**config.mk**
```make
export PLATFORM = sky130hd
export DESIGN_NAME = spu_writeback_stage
export DESIGN_NICKNAME = d
export VERILOG_FILES = /design/src/rtl/spu_writeback_stage.sv
export SDC_FILE = /design/constraint.sdc
export NUM_CORES = 2
export LEC_CHECK = 0
export ABC_CLOCK_PERIOD_IN_PS = 6800
export CELL_PAD_IN_SITES_DETAIL_PLACEMENT = 1
export CELL_PAD_IN_SITES_GLOBAL_PLACEMENT = 2
export CORE_UTILIZATION = 39
export DETAILED_ROUTE_END_ITERATION = 12
export PLACE_DENSITY_LB_ADDON = 0.15
export SKIP_LAST_GASP = 1
export SLEW_MARGIN = 30
export SYNTH_ARGS = -nofsm -noshare
export SYNTH_HDL_FRONTEND = slang
export SYNTH_SLANG_ARGS = --single-unit
export TNS_END_PERCENT = 1
```
**constraint.sdc**
```tcl
create_clock -name clk -period 6.8 [get_ports clk]
set_input_delay 1.02 -clock clk [delete_from_list [all_inputs] [get_ports clk]]
set_output_delay 1.02 -clock clk [all_outputs]
set_load 0.05 [all_outputs]
```
**src/rtl/spu_writeback_stage.sv**
```systemverilog
// spu_writeback_stage: latency-aligned even/odd writeback slots feeding the register file write ports (ev_*/od_* results in with ready, flush, regWr_en/addr_rt_wt/rt_wt_{even,odd} and inflight_{even,odd} out; SPU_WB_BYPASS_EN adds fwd_addr/fwd_rf_data/fwd_data)
module spu_wb_pipe #(
  parameter int QUADWORD = 128,
  parameter int REG_ADDR_WIDTH = 7,
  parameter int STAGES = 7,
  parameter int LAT_WIDTH = 3
) (
  input  logic                      clk,
  input  logic                      reset,
  input  logic                      flush,
  input  logic                      valid,
  output logic                      ready,
  input  logic [REG_ADDR_WIDTH-1:0] addr,
  input  logic [QUADWORD-1:0]       data,
  input  logic [LAT_WIDTH-1:0]      lat,
  output logic                      s1_valid,
  output logic [REG_ADDR_WIDTH-1:0] s1_addr,
  output logic [QUADWORD-1:0]       s1_data,
  output logic [LAT_WIDTH:0]        inflight
);
  logic [STAGES:1] v, v_nxt;
  logic [REG_ADDR_WIDTH-1:0] a [1:STAGES];
  logic [QUADWORD-1:0] d [1:STAGES];
  logic [STAGES+1:0] v_ext;
  logic [LAT_WIDTH:0] lat_p1, cnt;
  logic acc;
  assign v_ext = {1'b0, v, 1'b0};
  assign lat_p1 = {1'b0, lat} + 1'b1;
  assign ready = lat != '0 && lat <= LAT_WIDTH'(STAGES) && !v_ext[lat_p1] && !flush;
  assign acc = valid && ready;
  assign s1_valid = v[1];
  assign s1_addr = a[1];
  assign s1_data = d[1];
  always_comb begin
    v_nxt = v >> 1;
    if (acc) v_nxt[lat] = 1'b1;
    if (flush) v_nxt[STAGES:2] = '0;
    cnt = '0;
    for (int k = 1; k <= STAGES; k++) cnt = cnt + (LAT_WIDTH+1)'(v_nxt[k]);
  end
  always_ff @(posedge clk) begin
    if (reset) begin
      v <= '0;
      inflight <= '0;
      for (int k = 1; k <= STAGES; k++) begin
        a[k] <= '0;
        d[k] <= '0;
      end
    end else begin
      v <= v_nxt;
      inflight <= cnt;
      for (int k = 1; k < STAGES; k++) begin
        a[k] <= a[k+1];
        d[k] <= d[k+1];
      end
      if (acc) begin
        a[lat] <= addr;
        d[lat] <= data;
      end
    end
  end
endmodule

module spu_writeback_stage #(
  parameter int QUADWORD = 128,
  parameter int REG_ADDR_WIDTH = 7,
  parameter int STAGES = 7,
  parameter int LAT_WIDTH = 3
) (
  input  logic                      clk,
  input  logic                      reset,
  input  logic                      ev_valid,
  output logic                      ev_ready,
  input  logic [REG_ADDR_WIDTH-1:0] ev_addr,
  input  logic [QUADWORD-1:0]       ev_data,
  input  logic [LAT_WIDTH-1:0]      ev_lat,
  input  logic                      od_valid,
  output logic                      od_ready,
  input  logic [REG_ADDR_WIDTH-1:0] od_addr,
  input  logic [QUADWORD-1:0]       od_data,
  input  logic [LAT_WIDTH-1:0]      od_lat,
  input  logic                      flush,
`ifdef SPU_WB_BYPASS_EN
  input  logic [REG_ADDR_WIDTH-1:0] fwd_addr,
  input  logic [QUADWORD-1:0]       fwd_rf_data,
  output logic [QUADWORD-1:0]       fwd_data,
`endif
  output logic                      regWr_en_even,
  output logic [REG_ADDR_WIDTH-1:0] addr_rt_wt_even,
  output logic [QUADWORD-1:0]       rt_wt_even,
  output logic                      regWr_en_odd,
  output logic [REG_ADDR_WIDTH-1:0] addr_rt_wt_odd,
  output logic [QUADWORD-1:0]       rt_wt_odd,
  output logic [LAT_WIDTH:0]        inflight_even,
  output logic [LAT_WIDTH:0]        inflight_odd
);
  logic ev_s1, od_s1;
  spu_wb_pipe #(.QUADWORD(QUADWORD), .REG_ADDR_WIDTH(REG_ADDR_WIDTH), .STAGES(STAGES), .LAT_WIDTH(LAT_WIDTH)) u_ev (
    .clk(clk), .reset(reset), .flush(flush), .valid(ev_valid), .ready(ev_ready), .addr(ev_addr),
    .data(ev_data), .lat(ev_lat), .s1_valid(ev_s1), .s1_addr(addr_rt_wt_even), .s1_data(rt_wt_even),
    .inflight(inflight_even)
  );
  spu_wb_pipe #(.QUADWORD(QUADWORD), .REG_ADDR_WIDTH(REG_ADDR_WIDTH), .STAGES(STAGES), .LAT_WIDTH(LAT_WIDTH)) u_od (
    .clk(clk), .reset(reset), .flush(flush), .valid(od_valid), .ready(od_ready), .addr(od_addr),
    .data(od_data), .lat(od_lat), .s1_valid(od_s1), .s1_addr(addr_rt_wt_odd), .s1_data(rt_wt_odd),
    .inflight(inflight_odd)
  );
  assign regWr_en_odd = od_s1;
  assign regWr_en_even = ev_s1 && !(od_s1 && addr_rt_wt_even == addr_rt_wt_odd);
`ifdef SPU_WB_BYPASS_EN
  assign fwd_data = (od_s1 && addr_rt_wt_odd == fwd_addr) ? rt_wt_odd :
                    (ev_s1 && addr_rt_wt_even == fwd_addr) ? rt_wt_even : fwd_rf_data;
`endif
endmodule
```
==> flow_summary.ini <==
[critical_path]
max_stage_delay_ns = 0.91
startpoint = ev_lat[0]
critPathRequiredTime_ns = 5.78
reg2reg_from = u_od.v[1]
crit_chain = clkdlybuf4s50_1 > inv_1 > ha_1 > mux4_2 > o21ai_2 > nor2_1 > nor4_1 > clkdlybuf4s50_1
start_kind = primary input
crit_path_end_kind = primary output
reg2reg_slack_ns = 2.56
path_common_cell = clkdlybuf4s50_1
reg2reg_depth = 14
worstReg2RegEnd = u_od.inflight[2]
endpoint = ev_ready
cp_slowest_cell = clkdlybuf4s50_1
arrival_ns = 4.56
path_class = in -> out
cp_max_fo = 12

[sta]
maxSlewHeadroom = 0.3412
setup_violations = 0
drv_slew = 0
finalHoldViolations = 0
fin_setup_tns_ns = 0
rsz0062_at_grt = no
max_freq_ghz = 0.1791
fin_skew_ns = 0.02546
tightest_slew_ns = 0.9882
finalCritPeriodShare = 0.8210
period_minus_slack_ns = 5.583

[global_routing]
grt_usage = 0.1965
grt_start_max_net_pins = 235
antenna_found_initial = 32
grt_pass1_vias = 48730
overflow = 0
grt_pass1_wl_um = 292800

[placement]
place.gp.congestion = 0.7465
placed_area_mm2 = 0.08075
port-buffer-count = 562
dp.final_hpwl_um = 110700

[synthesis]
yosysMostFrequentCell = dfxtp_1
netlist-cell-type-count = 42
yosysSeqAreaShare = 0.5232
synthTopCellsByCount = 1,912 x dfxtp_1, 1,896 x nand2b_1, 1,757 x mux2i_1
synth_area_leader_cell = dfxtp_1
ys_warn_count = 0
synth_edf_count = 0
avgSynthCellArea_um2 = 10.86
async_flop_share = 0
ys_ff_latch = 1912
synth_flop_cell = dfxtp_1
synthesis.nets = 7036
synthCells = 6735
synth_top_cells_by_area = dfxtp_1 52%, mux2i_1 24%, nand2b_1 16%
syn_area_mm2 = 0.07316
synth_top_area_frac = 0.5232

[drt]
drc = 0
wl_per_cell_um = 19.47
m1WireLength_um = 81660
via_per_inst = 4.805
routed_wl_um = 189700
highest_layer = met5
vias = 46820
first_iter_violations = 1701
antenna_left = 0
wl_met3_um = 6209
wl_met2_um = 97330
drtPass1Iterations = 4

[clock_network]
clockBufferDepth = 3
clock_sinks = 1912
ctsResizeCount = 0
tritoncts = yes
post-cts-setup-buffers = 0
cts_hold_buffers = 0
root_buffer = clkbuf_16
cts_buffers = 208
path_clk_slew_ns = 0.06
h-tree-depth = 4
insertion_delay_ns = 0.83

[die]
die_y_um = 435.1
ioPinCount = 563
die_w_um = 435.1
rows = 158
core_mm2 = 0.1858
start_util = 0.3937
dieArea_mm2 = 0.1893

[run_status]
status = finished clean

[worst_hold_path]
hold_path.class = reg -> reg
min_from = u_ev.d[4][52]

[run]
cap_viol_max_count = 0

[pwr]
vdd_drop_max_mv = 0.1894
p_per_area_mw_per_mm2 = 269.1
p_leak_uw = 0.04014

[final_layout]
synthToLayoutAreaGrowth_pct = 19.51
final_area_mm2 = 0.08743
final_net_count = 7403
fill_cells = 19820
utilization = 0.4705
drive_above_1_share = 0.05497
==> worst min-delay path by stage <==
stage,endpoint,slack (ns),cells past startpoint
2_1_floorplan,u_ev.a[1][0],0.43,2
3_3_place_gp,u_od.a[4][4],0.44,2
3_5_place_dp,u_od.d[1][50],0.45,2
4_1_cts,u_od.d[2][6],0.44,2
5_1_grt,u_od.d[3][87],0.46,2
6_report,u_ev.d[3][52],0.44,2
==> layout make-up <==
cell class,count,area (um^2),area share
clock buffer,325,6322,0.07231
multi-input combinational,4318,32770,0.3748
sequential,1912,38280,0.4378
inverter,31,121.4,0.001388
clock inverter,41,317.8,0.003635
tap,2480,3103,0.03549
antenna,5,12.51,0.0001431
timing repair buffer,631,6505,0.07440
==> power breakdown <==
group / internal [uW] / switching [uW] / leakage (uW) / total [uW]
combinational: 529 / 643 / 0.0214 / 1170
sequential: 11300 / 40.9 / 0.0154 / 11400
clock: 6430 / 4560 / 0.00328 / 11000
total: 18300 / 5240 / 0.0401 / 23500
==> per-layer routing <==
metal	global-route usage	vias to the layer above
met1	0.2337	23100
met4	0.05248	22
met5	0	-
li1	-	22840
met2	0.3587	549
met3	0.03641	310
==> critical path, delay by kind of cell <==
family | cells | cell delay, ns
buffers and inverters | 3 | 1.74
adders and majority gates | 1 | 0.35
AOI/OAI and AO/OA | 1 | 0.56
muxes | 1 | 0.31
and+or+nand+nor | 2 | 0.57
==> metrics by stage <==
| stage | worst slack [ns] | hold WS (ns) | std cells | power, uW |
|---|---|---|---|---|
| floorplan | 1.682 | 0.4343 | 6735 | 12320 |
| global placement | 0.8388 | 0.4373 | 9369 | 12790 |
| detailed placement | 0.7923 | 0.4464 | 9371 | 12800 |
| CTS | 1.189 | 0.4434 | 9737 | 23920 |
| global route | 1.051 | 0.4597 | 9741 | 24460 |
| finish | 1.217 | 0.4388 | 9743 | 23530 |
==> registers in the layout, indices dropped and copies added, names as in the netlist <==
register / flops
u_ev.v: 7
u_od.inflight: 4
u_ev.a: 49
u_ev.inflight: 4
u_ev.d: 896
u_od.v: 7
u_od.d: 896
u_od.a: 49
==> placed cells by master (no fill, tap or decap), drive strengths merged, types with 8 or more instances in the layout <==
cell,instances
buf,70
ha,14
nand2b,1897
inv,35
mux2i,1757
o21ai,8
clkinv,31
clkdlybuf4s50,561
clkbuf,325
nand2,275
nor2,142
nor4,9
dfxtp,1912
a21oi,154
==> kinds of logic after synthesis <==
family / after synthesis / share of synthesized area
buffers and inverters: 505 / 0.03039
flip-flops: 1912 / 0.5232
AND/OR/NAND/NOR: 2349 / 0.1869
multiplexers: 1759 / 0.2410
adder cells (fa/ha/maj): 20 / 0.004036
AO/OA/AOI/OAI: 181 / 0.01336
XOR/XNOR: 9 / 0.001077
No activity file was read; power rests on OpenSTA's default activity.
